**src/rtl/c4_pkg.sv**
```systemverilog
// Shared Connect Four definitions: board defaults, window direction codes,
// post-drop scan FSM states and a window-span bounds helper.
package c4_pkg;

    localparam int ROWS_DEFAULT = 6;
    localparam int COLS_DEFAULT = 7;

    // Direction codes, 1..13. Code 0 and 14..15 never describe a window.
    localparam logic [3:0] DIR_DOWN    = 4'd1;
    localparam logic [3:0] DIR_ROW_1   = 4'd2;
    localparam logic [3:0] DIR_ROW_2   = 4'd3;
    localparam logic [3:0] DIR_ROW_3   = 4'd4;
    localparam logic [3:0] DIR_ROW_4   = 4'd5;
    localparam logic [3:0] DIR_DRU_1   = 4'd6;
    localparam logic [3:0] DIR_DRU_2   = 4'd7;
    localparam logic [3:0] DIR_DRU_3   = 4'd8;
    localparam logic [3:0] DIR_DRU_4   = 4'd9;
    localparam logic [3:0] DIR_DLD_1   = 4'd10;
    localparam logic [3:0] DIR_DLD_2   = 4'd11;
    localparam logic [3:0] DIR_DLD_3   = 4'd12;
    localparam logic [3:0] DIR_DLD_4   = 4'd13;
    localparam logic [3:0] DIR_FIRST   = DIR_DOWN;
    localparam logic [3:0] DIR_LAST    = DIR_DLD_4;

    typedef enum logic [2:0] {
        S_IDLE        = 3'd0,
        S_SELECT      = 3'd1,
        S_LAUNCH      = 3'd2,
        S_WAIT        = 3'd3,
        S_RELEASE     = 3'd4,
        S_RELEASE_WIN = 3'd5,
        S_FINISH      = 3'd6
    } scan_state_t;

    // A span [lo, hi] fits when it starts at or above 0 and ends at or below max_idx.
    function automatic logic span_fits(input logic signed [4:0] lo,
                                       input logic signed [4:0] hi,
                                       input logic signed [4:0] max_idx);
        return (lo >= 5'sd0) && (hi <= max_idx);
    endfunction

endpackage

```
**src/rtl/dir_window_valid.sv**
```systemverilog
// Combinational check that the 4-cell window of a direction, anchored on a
// board cell, lies entirely on a ROWS x COLS board.
module dir_window_valid
    import c4_pkg::*;
#(
    parameter int ROWS = ROWS_DEFAULT,
    parameter int COLS = COLS_DEFAULT
) (
    input  logic [2:0] row,
    input  logic [2:0] col,
    input  logic [3:0] direction,
    output logic       in_bounds
);

    localparam logic signed [4:0] ROW_MAX = signed'(5'(ROWS - 1));
    localparam logic signed [4:0] COL_MAX = signed'(5'(COLS - 1));

    logic signed [4:0] k_s;
    logic signed [4:0] r_lo_off_s;
    logic signed [4:0] r_hi_off_s;
    logic signed [4:0] c_lo_off_s;
    logic signed [4:0] c_hi_off_s;
    logic              dir_ok_s;
    logic signed [4:0] row_s;
    logic signed [4:0] col_s;

    // Window offsets relative to the anchor cell for each direction
    always_comb begin
        k_s        = 5'sd0;
        r_lo_off_s = 5'sd0;
        r_hi_off_s = 5'sd0;
        c_lo_off_s = 5'sd0;
        c_hi_off_s = 5'sd0;
        dir_ok_s   = 1'b0;
        case (direction)
            DIR_DOWN: begin
                r_lo_off_s = -5'sd3;
                dir_ok_s   = 1'b1;
            end
            DIR_ROW_1, DIR_ROW_2, DIR_ROW_3, DIR_ROW_4: begin
                k_s        = signed'({1'b0, direction - DIR_ROW_1}) + 5'sd1;
                c_lo_off_s = k_s - 5'sd4;
                c_hi_off_s = k_s - 5'sd1;
                dir_ok_s   = 1'b1;
            end
            DIR_DRU_1, DIR_DRU_2, DIR_DRU_3, DIR_DRU_4: begin
                k_s        = signed'({1'b0, direction - DIR_DRU_1}) + 5'sd1;
                r_lo_off_s = k_s - 5'sd4;
                r_hi_off_s = k_s - 5'sd1;
                c_lo_off_s = k_s - 5'sd4;
                c_hi_off_s = k_s - 5'sd1;
                dir_ok_s   = 1'b1;
            end
            DIR_DLD_1, DIR_DLD_2, DIR_DLD_3, DIR_DLD_4: begin
                // Column runs opposite to the row, so its span is mirrored.
                k_s        = signed'({1'b0, direction - DIR_DLD_1}) + 5'sd1;
                r_lo_off_s = k_s - 5'sd4;
                r_hi_off_s = k_s - 5'sd1;
                c_lo_off_s = 5'sd1 - k_s;
                c_hi_off_s = 5'sd4 - k_s;
                dir_ok_s   = 1'b1;
            end
            default: begin
                dir_ok_s = 1'b0;
            end
        endcase
    end

    // Widen to signed 5 bits before adding so negative offsets never wrap
    assign row_s = signed'({2'b00, row});
    assign col_s = signed'({2'b00, col});

    assign in_bounds = dir_ok_s
                     && span_fits(row_s + r_lo_off_s, row_s + r_hi_off_s, ROW_MAX)
                     && span_fits(col_s + c_lo_off_s, col_s + c_hi_off_s, COL_MAX);

endmodule

```
**src/rtl/win_scan_controller.sv**
```systemverilog
// Post-drop win search sequencer: walks the 13 window directions around the
// last drop, launches the direction checker on each on-board window, and
// tracks drop count, win and draw results.
module win_scan_controller
    import c4_pkg::*;
#(
    parameter int ROWS = ROWS_DEFAULT,
    parameter int COLS = COLS_DEFAULT
) (
    input  logic       clk,
    input  logic       rst,
    input  logic       new_game,
    input  logic       drop_valid,
    input  logic [2:0] drop_row,
    input  logic [2:0] drop_col,
    output logic       chk_start,
    output logic [2:0] chk_row,
    output logic [2:0] chk_col,
    output logic [3:0] chk_direction,
    input  logic       chk_finished,
    input  logic [1:0] chk_winner,
    output logic       busy,
    output logic       done,
    output logic       win,
    output logic [1:0] winner,
    output logic       draw,
    output logic [6:0] drop_count
);

    localparam logic [6:0] CELL_COUNT = 7'(ROWS * COLS);
    localparam logic [6:0] COUNT_MAX  = 7'd127;

    scan_state_t state_r;
    scan_state_t next_state_s;

    logic [2:0] row_r;
    logic [2:0] col_r;
    logic [3:0] dir_r;
    logic       found_r;
    logic [1:0] found_winner_r;
    logic [6:0] count_r;
    logic       win_r;
    logic [1:0] winner_r;
    logic       draw_r;
    logic       busy_r;
    logic       start_r;
    logic       done_r;

    logic       in_bounds_s;
    logic       dir_last_s;
    logic       accept_drop_s;
    logic       clear_s;

    dir_window_valid #(
        .ROWS (ROWS),
        .COLS (COLS)
    ) u_dir_window_valid (
        .row       (row_r),
        .col       (col_r),
        .direction (dir_r),
        .in_bounds (in_bounds_s)
    );

    assign dir_last_s    = (dir_r == DIR_LAST);
    assign clear_s       = (state_r == S_IDLE) && new_game;
    assign accept_drop_s = (state_r == S_IDLE) && drop_valid && !new_game && !win_r;

    // State register
    always_ff @(posedge clk or posedge rst) begin
        if (rst) begin
            state_r <= S_IDLE;
        end else begin
            state_r <= next_state_s;
        end
    end

    // Next-state logic
    always_comb begin
        next_state_s = state_r;
        case (state_r)
            S_IDLE: begin
                if (accept_drop_s) next_state_s = S_SELECT;
                else               next_state_s = S_IDLE;
            end
            S_SELECT: begin
                if (in_bounds_s)     next_state_s = S_LAUNCH;
                else if (dir_last_s) next_state_s = S_FINISH;
                else                 next_state_s = S_SELECT;
            end
            S_LAUNCH: begin
                next_state_s = S_WAIT;
            end
            S_WAIT: begin
                if (chk_finished) begin
                    if (chk_winner != 2'd0) next_state_s = S_RELEASE_WIN;
                    else                    next_state_s = S_RELEASE;
                end else begin
                    next_state_s = S_WAIT;
                end
            end
            S_RELEASE: begin
                if (chk_finished)    next_state_s = S_RELEASE;
                else if (dir_last_s) next_state_s = S_FINISH;
                else                 next_state_s = S_SELECT;
            end
            S_RELEASE_WIN: begin
                // The checker is still marking the winning line until finished drops.
                if (chk_finished) next_state_s = S_RELEASE_WIN;
                else              next_state_s = S_FINISH;
            end
            S_FINISH: begin
                next_state_s = S_IDLE;
            end
            default: begin
                next_state_s = S_IDLE;
            end
        endcase
    end

    // Scan context: drop coordinates, current direction and the pending result
    always_ff @(posedge clk or posedge rst) begin
        if (rst) begin
            row_r          <= 3'd0;
            col_r          <= 3'd0;
            dir_r          <= DIR_FIRST;
            found_r        <= 1'b0;
            found_winner_r <= 2'd0;
        end else begin
            case (state_r)
                S_IDLE: begin
                    if (accept_drop_s) begin
                        row_r          <= drop_row;
                        col_r          <= drop_col;
                        dir_r          <= DIR_FIRST;
                        found_r        <= 1'b0;
                        found_winner_r <= 2'd0;
                    end
                end
                S_SELECT: begin
                    if (!in_bounds_s && !dir_last_s) dir_r <= dir_r + 4'd1;
                end
                S_WAIT: begin
                    if (chk_finished && (chk_winner != 2'd0)) begin
                        found_r        <= 1'b1;
                        found_winner_r <= chk_winner;
                    end
                end
                S_RELEASE: begin
                    if (!chk_finished && !dir_last_s) dir_r <= dir_r + 4'd1;
                end
                default: begin
                end
            endcase
        end
    end

    // Game-level bookkeeping; results publish on the same edge that raises done
    always_ff @(posedge clk or posedge rst) begin
        if (rst) begin
            count_r  <= 7'd0;
            win_r    <= 1'b0;
            winner_r <= 2'd0;
            draw_r   <= 1'b0;
        end else if (clear_s) begin
            count_r  <= 7'd0;
            win_r    <= 1'b0;
            winner_r <= 2'd0;
            draw_r   <= 1'b0;
        end else begin
            if (accept_drop_s && (count_r != COUNT_MAX)) begin
                count_r <= count_r + 7'd1;
            end
            if (next_state_s == S_FINISH) begin
                if (found_r) begin
                    win_r    <= 1'b1;
                    winner_r <= found_winner_r;
                end else if (count_r == CELL_COUNT) begin
                    draw_r <= 1'b1;
                end
            end
        end
    end

    // Registered status and strobe outputs, decoded from the state being entered
    always_ff @(posedge clk or posedge rst) begin
        if (rst) begin
            busy_r  <= 1'b0;
            start_r <= 1'b0;
            done_r  <= 1'b0;
        end else begin
            busy_r  <= (next_state_s != S_IDLE);
            start_r <= (next_state_s == S_LAUNCH);
            done_r  <= (next_state_s == S_FINISH);
        end
    end

    assign chk_start     = start_r;
    assign chk_row       = row_r;
    assign chk_col       = col_r;
    assign chk_direction = dir_r;
    assign busy          = busy_r;
    assign done          = done_r;
    assign win           = win_r;
    assign winner        = winner_r;
    assign draw          = draw_r;
    assign drop_count    = count_r;

endmodule

```
**config.mk**
```make
export PLATFORM = sky130hd
export DESIGN_NAME = win_scan_controller
export DESIGN_NICKNAME = d
export VERILOG_FILES = /design/src/rtl/c4_pkg.sv /design/src/rtl/dir_window_valid.sv /design/src/rtl/win_scan_controller.sv
export SDC_FILE = /design/constraint.sdc
export NUM_CORES = 1
export LEC_CHECK = 0
export CAP_MARGIN = 20
export CORE_ASPECT_RATIO = 1.75
export CORE_UTILIZATION = 45
export CTS_CLUSTER_DIAMETER = 100
export DETAILED_ROUTE_END_ITERATION = 8
export PLACE_DENSITY = 0.67
export SYNTH_ARGS = -nofsm -noshare
export SYNTH_HDL_FRONTEND = slang
export SYNTH_SLANG_ARGS = --single-unit
export TNS_END_PERCENT = 50
```
**constraint.sdc**
```tcl
create_clock -name clk -period 6.7 [get_ports clk]
set_input_delay 1.005 -clock clk [delete_from_list [all_inputs] [get_ports clk]]
set_output_delay 1.005 -clock clk [all_outputs]
set_load 0.03 [all_outputs]
```
== Word level (Yosys, flattened, before mapping) ==
Cells that the tools add are included.

* Register bits: 30
* Latch bits: 0
* RAM bits: 0
* ROM bits: 0
* Input port bits: 13
* Logic and storage cells: 134
* Memories kept: 0

* Add/subtract/negate cells: 20
* Multipliers: 0
* Divide/modulo/power cells: 0
* Order comparisons: 4
* Eq/ne operators: 27
* Shifts and indexed selects: 0
* Mux-type cells: 35
* Bitwise operators: 0
* Reductions and logical operators: 35

{| class="wikitable"
|+ Operator list
! kind !! number
|-
| case mux 5 bit (3 select lines) || 3
|-
| == test 4 bit (second input constant) || 6
|-
| adder 4 x 5 -> 5 bit || 4
|-
| case mux 3 bit (6 select lines) || 1
|-
| == test 4 x 3 -> 1 bit (second input constant) || 4
|-
| adder 4 x 1 -> 5 bit (second input constant) || 3
|-
| subtractor 5 x 2 -> 5 bit (second input constant) || 3
|-
| subtractor 5 x 4 -> 5 bit (second input constant) || 3
|-
| 2-to-1 mux 7 bit || 2
|-
| OR reduction 13 bit || 1
|-
| logical AND 1 bit || 12
|-
| 2-to-1 mux 1 bit || 12
|-
| 2-to-1 mux 2 bit || 6
|-
| 2-to-1 mux 3 bit || 4
|-
| 2-to-1 mux 4 bit || 3
|-
| case mux 4 bit (3 select lines) || 1
|-
| nonzero test 2 bit || 6
|-
| OR reduction 4 bit || 3
|-
| >= comparator 5 x 1 -> 1 bit (second input constant) || 2
|-
| <= comparator 5 x 4 -> 1 bit (second input constant) || 2
|-
| case mux 5 bit (2 select lines) || 1
|-
| == test 3 x 2 -> 1 bit (second input constant) || 3
|-
| == test 3 bit (second input constant) || 3
|-
| == test 4 x 2 -> 1 bit (second input constant) || 2
|-
| other kinds (21) || 31
|}

== Logic depth before layout (Yosys ltp) ==
Gate-level depths: netlist of the first run.

* Word-level depth: 14
* Gate-level depth with buffers: 19
* Gate-level depth less buffers: 17

== Modules after synthesis ==
Synthesis of the first run repeated with hierarchy kept, for this count alone.

* Cell total of the unflattened synthesis: 339
* Area, all modules: 2950.3 um2

{| class="wikitable"
|+ Modules (own cells, without submodules)
! module !! instances !! cells each !! area an instance (um2) !! seq. area each (um2)
|-
| win_scan_controller || 1 || 160 || 1591.5 || 752.0
|-
| dir_window_valid || 1 || 179 || 1358.8 || 0.0
|}

== Worst setup path after synthesis of the first run ==
Ideal clock, no wire load.

* Path type: register to register
* Start: register dir_r[0], in the netlist chk_direction[0]
* End: register draw_r, in the netlist draw
* Setup time: 0.122 ns
* Arrival: 3.882 ns
* Required time: 6.578 ns
* Path slack: 2.697 ns
* Cell stages (with the launch flop): 16
* Clock period less this slack: 4.003 ns
* Cells stage by stage: dfstp_2 > buf_2 > inv_1 > ha_1 > o21a_1 > o31ai_1 > o211ai_1 > ha_1 > and4_1 > o21ai_0 > a22oi_1 > and4_1 > nor4_2 > a41oi_2 > and2_1 > a32o_1

* Longest elaborated chain between the ends: 14
* Elaborated cells between the ends (all ways): 55

{| class="wikitable"
|+ Ends and longest elaborated chain
! item !! line !! source
|-
| from (decl) || win_scan_controller.sv:38 || <nowiki>logic [3:0] dir_r;</nowiki>
|-
| from (signal assigned) || win_scan_controller.sv:140 || <nowiki>if (!in_bounds_s && !dir_last_s) dir_r <= dir_r + 4'd1;</nowiki>
|-
| from (signal assigned) || win_scan_controller.sv:149 || <nowiki>if (!chk_finished && !dir_last_s) dir_r <= dir_r + 4'd1;</nowiki>
|-
| subtractor 4 bit / subtractor 4 x 3 -> 4 bit (equally long branches) || dir_window_valid.sv:56, dir_window_valid.sv:47 ||
|-
| adder 4 x 1 -> 5 bit (on tied branches) || dir_window_valid.sv:56, dir_window_valid.sv:47 ||
|-
| subtractor 5 x 4 -> 5 bit (tied with other cells) || dir_window_valid.sv:57 || <nowiki>r_lo_off_s = k_s - 5'sd4;</nowiki>
|-
| case mux 5 bit (3 select lines) / case mux 5 bit (2 select lines) (equally long branches) || dir_window_valid.sv:35 || <nowiki>case (direction)</nowiki>
|-
| adder 4 x 5 -> 5 bit || dir_window_valid.sv:74 || <nowiki>&& span_fits(row_s + r_lo_off_s, row_s + r_hi_off_s, ROW_MAX)</nowiki>
|-
| >= comparator 5 x 1 -> 1 bit / <= comparator 5 x 4 -> 1 bit (equally long branches) || c4_pkg.sv:39 || <nowiki>return (lo >= 5'sd0) && (hi <= max_idx);</nowiki>
|-
| logical AND 1 bit || c4_pkg.sv:39 ||
|-
| logical AND 1 bit || dir_window_valid.sv:74 ||
|-
| logical AND 1 bit || dir_window_valid.sv:75 || <nowiki>&& span_fits(col_s + c_lo_off_s, col_s + c_hi_off_s, COL_MAX);</nowiki>
|-
| 2-to-1 mux 3 bit || win_scan_controller.sv:86 || <nowiki>if (in_bounds_s) next_state_s = S_LAUNCH;</nowiki>
|-
| case mux 3 bit (6 select lines) (*) || win_scan_controller.sv:80 || <nowiki>case (state_r)</nowiki>
|-
| == test 3 bit (*) || win_scan_controller.sv:173 || <nowiki>if (next_state_s == S_FINISH) begin</nowiki>
|-
| nonzero test 2 bit (no source line) (*) || - ||
|-
| AND reduction 3 bit (no source line) (*) || - ||
|-
| to (signal assigned) || win_scan_controller.sv:163 || <nowiki>draw_r <= 1'b0;</nowiki>
|-
| to (signal assigned) || win_scan_controller.sv:168 || <nowiki>draw_r <= 1'b0;</nowiki>
|-
| to (signal assigned) || win_scan_controller.sv:178 || <nowiki>draw_r <= 1'b1;</nowiki>
|-
| to (decl) || win_scan_controller.sv:44 || <nowiki>logic draw_r;</nowiki>
|}

Mark *: on every way between the ends. The rest lies on a longest branch, timed or not.
A chain may end at the register's enable or synchronous reset.

== Worst setup path after layout of the first run ==
* Start: register dir_r[0], in the netlist chk_direction[0]
* End: register state_r[1]

* Longest elaborated chain between the ends: 11
* Elaborated cells between the ends (all ways): 52

{| class="wikitable"
|+ Ends and longest elaborated chain
! item !! line !! source
|-
| subtractor 4 bit / subtractor 4 x 3 -> 4 bit (equally long branches) || dir_window_valid.sv:56, dir_window_valid.sv:47 ||
|-
| adder 4 x 1 -> 5 bit (on tied branches) || dir_window_valid.sv:56, dir_window_valid.sv:47 ||
|-
| subtractor 5 x 4 -> 5 bit (tied with other cells) || dir_window_valid.sv:57 ||
|-
| case mux 5 bit (3 select lines) / case mux 5 bit (2 select lines) (equally long branches) || dir_window_valid.sv:35 ||
|-
| adder 4 x 5 -> 5 bit || dir_window_valid.sv:74 ||
|-
| >= comparator 5 x 1 -> 1 bit / <= comparator 5 x 4 -> 1 bit (equally long branches) || c4_pkg.sv:39 ||
|-
| logical AND 1 bit || c4_pkg.sv:39 ||
|-
| logical AND 1 bit || dir_window_valid.sv:74 ||
|-
| logical AND 1 bit || dir_window_valid.sv:75 ||
|-
| 2-to-1 mux 3 bit || win_scan_controller.sv:86 ||
|-
| case mux 3 bit (6 select lines) (*) || win_scan_controller.sv:80 ||
|-
| named net next_state_s[1] || win_scan_controller.sv:34 || <nowiki>scan_state_t next_state_s;</nowiki>
|-
| to (signal assigned) || win_scan_controller.sv:73 || <nowiki>state_r <= next_state_s;</nowiki>
|-
| to (decl) || win_scan_controller.sv:33 || <nowiki>scan_state_t state_r;</nowiki>
|}

The timed path passes the listed nets; every way through them passes the cells marked *.

==> results of run 1 <==
[worst max-delay path: cells and delay by family (launching register included)]
family,cells,cell delay [ps]
AO/OA/AOI/OAI,8,2220
AND/OR/NAND/NOR,3,570
flip-flops,1,820
adder cells (fa/ha/maj),3,1170
buffers and inverters,2,120
[synth_stat cells, drive strengths merged (3+ instances only)]
cell type  instances
a21o               4
nor3b              3
ha                23
mux2i              6
nor2              26
nand2b             4
nor4               6
nand4              7
nand2             41
a31oi              4
o211ai             5
inv               18
clkbuf            13
and3               5
o21a               3
a22oi              3
o22ai              5
xnor2             14
o21ai             21
xor2              13
a21oi             26
o31ai              3
buf                8
a211oi             4
o2bb2ai            3
nand3             12
dfrtp             29
nor3               7
a31o               5
a211o              3
and2               6
[final timing paths]
check / startpoint / to / slack, ps / depth (start not counted)
min reg2reg: found_winner_r[1]$_DFFE_PP0P_ / found_winner_r[1]$_DFFE_PP0P_ / 520 / 1
min: found_winner_r[1]$_DFFE_PP0P_ / found_winner_r[1]$_DFFE_PP0P_ / 520 / 1
min in group asynchronous: rst / drop_count[2]$_DFFE_PP0P_ / 1100 / 3
max in group asynchronous: rst / chk_direction[0]$_DFFE_PP1P_ / 5260 / 3
max reg2reg: chk_direction[0]$_DFFE_PP1P_ / state_r[1]$_DFF_PP0_ / 1670 / 16
max: chk_direction[0]$_DFFE_PP1P_ / state_r[1]$_DFF_PP0_ / 1670 / 16
[layer usage]
layer,global-route usage (%),up-vias,wire [um]
met3,3.91,20,278
met2,46.0,77,4420
met4,17.2,0,323
met1,25.2,1327,3060
met5,0,-,0
li1,-,1378,-
[state kept, by name, indices dropped and copies added, names as in the netlist]
name,flops
chk_row,3
drop_count,7
state_r,3
chk_direction,4
draw,1
found_winner_r,2
win,1
busy,1
chk_col,3
chk_start,1
done,1
winner,2
found_r,1
[area by class of cell]
| class | count | area, um2 | area share, % |
|---|---|---|---|
| clock buffers | 7 | 143 | 4.04 |
| inverters | 18 | 67.6 | 1.91 |
| well taps | 82 | 103 | 2.91 |
| flip-flops and latches | 30 | 752 | 21.3 |
| repair buffers | 37 | 368 | 10.4 |
| multi-input cells | 297 | 2090 | 59.3 |
| clock inverters | 1 | 5.00 | 0.142 |
[cells by family after synthesis]
kind of cell    Yosys count  share of synthesized area (%)
xor+xnor                 29                           10.8
flops                    30                           25.1
buf+inv                  39                           5.17
mux                       6                           2.00
simple gates            130                           21.8
compound gates          107                           24.2
fa+ha+maj                25                           10.9
[through the flow]
| step | hold WS, ps | util (%) | setup slack (ps) |
|---|---|---|---|
| 2_1_floorplan | 458 | - | 2700 |
| 3_3_place_gp | 492 | 52.1 | 1830 |
| 3_5_place_dp | 496 | 52.1 | 1770 |
| 4_1_cts | 515 | 54.4 | 1740 |
| 5_1_grt | 519 | 54.4 | 1260 |
| 6_report | 516 | 54.4 | 1670 |
[cells in the final DEF, fill, tap and decap left out, types with 12 or more instances in the layout]
cell type,netlist,layout
o21ai_0,21,21
inv_1,18,18
a21oi_1,26,26
nor2_1,26,26
nand2_1,41,41
dfrtp_1,29,29
ha_1,23,23
clkdlybuf4s50_1,0,36
xor2_1,12,12
nand3_1,12,12
==> qor.csv, run 1 <==
metric,value,unit
Area Growth Syn to Fin,17.7,%
Worst EP required,6900,ps
Post-synth EDFFs,0,
initial DRC count,190,
total number of vias,2802,
core area,6490,um2
CTS H-tree depth,2,
layout net count,427,
Finished Cell Area,3530,um2
Placed Cells,464,
unrepaired setup endpoints after global routing,no,
number of global-route vias before repair,2805,
drt drc,0,
mapped cell area,3000,um2
First-pass DRT Iterations,4,
nature of the critical path endpoint,register,
Chip Height,110,um
CTS tree,yes,
Avg Synthesized Cell Area,8.19,um2
CTS Sinks,30,
fin crit share,75.0,%
"Hold-fix buffers, CTS",0,
Synth Instances,366,
Final min period,5030,ps
Initial Util,46.2,%
number of setup violations in the final report,0,
Hold Fails Final Rpt,0,
Slew HR,27.7,%
CP peak stage delay,860,ps
Fin Setup TNS,0,ps
fraction of layout cells with a size suffix above 1,5.64,%
Yosys top cell by area,dfrtp_1,
WL per Instance,17.1,um
Worst Skew,3.57,ps
grt ovf,0,
IO Pins,37,
Slew Limit Fails,0,
crit path DAT,5220,ps
post-route insts no fill,472,
first-pass GRT wire length,13.3,mm
distinct cell type count after synthesis,62,
number of cell rows,39,
antenna violations before repair,0,
Vias/cell,5.94,
Root Driver,clkbuf_16,
Global Route Usage Sum,24.9,%
Yosys reg bits,30,
post-CTS sizing,0,
CTS Buf Count,5,
worst hold-check path type,reg -> reg,
FMAX,199,MHz
Clock Pin Slew Worst Setup and Hold Paths,50,ps
post-synthesis sequential area ratio,25.1,%
worst skew pair latency,280,ps
crit path max fanout,25,
status,"complete, no violations",
Routed Antenna Nets,0,
post-DP HPWL,6.16,mm
post-CTS setup buffers,0,
Placed Area,3380,um2
"Async S/R FF share, synth",100,%
Die ar.,7010,um2
clk buf depth,2,
worst path cell trace,ha_1 -> o21ai_0 -> o22ai_1 -> nor2_1 -> nor2_1 -> ha_1 -> inv_1 -> fa_1 -> inv_1 -> a21oi_1 -> o22a_1 -> o2bb2ai_1 -> o2bb2ai_1 -> nand4_1 -> a211o_1 -> a22oi_1,
"Slowest-stage cell, CP",o22ai_1,
Syn Nets,404,
top_reg_cell synth,dfrtp_1,
Worst-Margin Slew,1090,ps
area share of the largest cell type after synthesis,24.2,%
Post-Route WL,8.08,mm
Synth area leaders,"dfrtp_1 (24%), ha_1 (9.6%), nand2_1 (5.1%)",
die width,63.7,um
RePlAce Congestion,0.986,
Fill cells,600,
maximum number of pins on one net before global-route repair,31,
startpoint types,register,
Ys Warns,0,
port bufs,36,
Setup CP Type,reg -> reg,
Inserted Diodes,0,
MaxCap Viol Count,0,
Power of run 1 is left out: the tool's default activity adds up to more than one toggle a clock period on the data nets, which glitch-free logic cannot reach.
==> run 2, diff against run 1 <==
--- a/config.mk
+++ b/config.mk
@@ -10,7 +10,7 @@
 export CORE_UTILIZATION = 45
 export CTS_CLUSTER_DIAMETER = 100
 export DETAILED_ROUTE_END_ITERATION = 8
-export PLACE_DENSITY = 0.67
+export PLACE_DENSITY = 0.69
 export SYNTH_ARGS = -nofsm -noshare
 export SYNTH_HDL_FRONTEND = slang
 export SYNTH_SLANG_ARGS = --single-unit
==> constraint.sdc (replaced) <==
create_clock -name clk -period 4.45 [get_ports clk]
set_input_delay 0.6675 -clock clk [delete_from_list [all_inputs] [get_ports clk]]
set_output_delay 0.6675 -clock clk [all_outputs]
set_load 0.03 [all_outputs]
==> run 2 against run 1 <==
Against the previous run:
- clock-buffer cell count did not move
- design area rose by 2.6%
- clock skew rose by 4.1 ps
- critical path type unchanged
==> qor.csv, run 2 (synthesis results as in run 1) <==
metric,value,unit
status,"complete, no violations",
core area,6490,um2
post-CTS setup buffers,0,
Root Driver,clkbuf_16,
port bufs,36,
fin crit share,92.8,%
Setup CP Type,reg -> reg,
"most common cell after layout, fill and taps aside",nand2_1,
Area Growth Syn to Fin,20.7,%
Die ar.,7010,um2
Slew Limit Fails,0,
Clock Pin Slew Worst Setup and Hold Paths,50,ps
"Hold-fix buffers, CTS",0,
Chip Height,110,um
unrepaired setup endpoints after global routing,no,
grt ovf,0,
WL per Instance,17.8,um
Largest register FFs,7,
Inserted Diodes,0,
worst path cell trace,inv_1 -> ha_1 -> xnor2_1 -> o211ai_1 -> xnor2_1 -> a222oi_1 -> xor2_1 -> o211ai_1 -> nand4_1 -> a211o_1 -> a22oi_1,
clk buf depth,2,
Worst EP required,4650,ps
Worst-Margin Slew,680,ps
die width,63.7,um
CTS tree,yes,
nature of the critical path endpoint,register,
Worst Skew,7.66,ps
First-pass DRT Iterations,5,
crit path max fanout,10,
MaxCap Viol Count,0,
"delay-heaviest family, CP",compound AO/OA/AOI/OAI gates,
Buf/Inv on CP,1,
post-CTS sizing,0,
highest-count cells in the layout ignoring fill and taps,"nand2_1 (41), clkdlybuf4s50_1 (36), dfrtp_1 (29)",
CTS H-tree depth,2,
antenna violations before repair,0,
IO Pins,37,
Hold Fails Final Rpt,0,
number of cell rows,39,
maximum number of pins on one net before global-route repair,31,
fraction of layout cells with a size suffix above 1,8.46,%
worst skew pair latency,290,ps
CP peak stage delay,610,ps
number of global-route vias before repair,2817,
number of setup violations in the final report,0,
Global Route Usage Sum,25.6,%
RePlAce Congestion,0.994,
Routed Antenna Nets,0,
initial DRC count,211,
layout net count,439,
first-pass GRT wire length,13.6,mm
worst hold-check path type,reg -> reg,
Fin Setup TNS,0,ps
Vias/cell,6.11,
CTS Buf Count,5,
startpoint types,register,
"Slowest-stage cell, CP",xnor2_1,
CTS Sinks,30,
Slew HR,54.4,%
drt drc,0,
R2R setup slack,320,ps
total number of vias,2958,
FMAX,242,MHz
Initial Util,46.2,%
Final min period,4130,ps
Post-Route WL,8.61,mm
crit path DAT,4330,ps
post-DP HPWL,6.60,mm
## run 2: cell count changes in the layout (fill, tap and decap cells not counted), sizes merged
cell  previous run  this run
buf              1        13
## run 2: worst reg2reg max path: cells and delay by family, from the launching register on
kind,cells,cell delay (ps)
adders and majority gates,1,480
buffers and inverters,1,190
AOI/OAI and AO/OA,5,1700
xor gates and xnor gates,3,930
and+or+nand+nor,1,290
DFF,1,450
## run 2: per-layer routing
metal	up-vias	global-route usage, %	routed length (um)
li1	1404	-	-
met1	1412	24.6	3190
met2	101	49.0	4690
met3	41	3.40	252
met4	0	18.7	483
met5	-	0	0
## run 2: through the flow
step / setup slack (ps) / utilization [%] / instance area, um2 / hold WS (ps) / std cells
floorplan: 447 / - / 3000 / 458 / 366
global placement: 469 / 53.5 / 3470 / 499 / 476
detailed placement: 400 / 53.5 / 3470 / 488 / 476
CTS: 382 / 55.8 / 3620 / 512 / 484
global route: 28.6 / 55.8 / 3620 / 530 / 484
finish: 320 / 55.8 / 3620 / 508 / 484
## run 2: worst paths after layout
check / end / start / cells after the start
worst max-delay path: state_r[1]$_DFF_PP0_ / chk_direction[1]$_DFFE_PP0P_ / 11
max in group asynchronous: chk_direction[0]$_DFFE_PP1P_ / rst / 3
worst min register to register: draw$_DFFE_PP0P_ / draw$_DFFE_PP0P_ / 1
worst max register to register: state_r[1]$_DFF_PP0_ / chk_direction[1]$_DFFE_PP0P_ / 11
worst min-delay path: draw$_DFFE_PP0P_ / draw$_DFFE_PP0P_ / 1
min in group asynchronous: drop_count[2]$_DFFE_PP0P_ / rst / 3
## run 2: final cells by class
cell class,count,area [um2]
clock buffers,7,143
clock inverters,1,5.00
fillers,610,2870
inverters,18,67.6
multi-input cells,297,2090
flip-flops and latches,30,752
well taps,82,103
repair buffers,49,458
Power of run 2 is left out for the same reason.
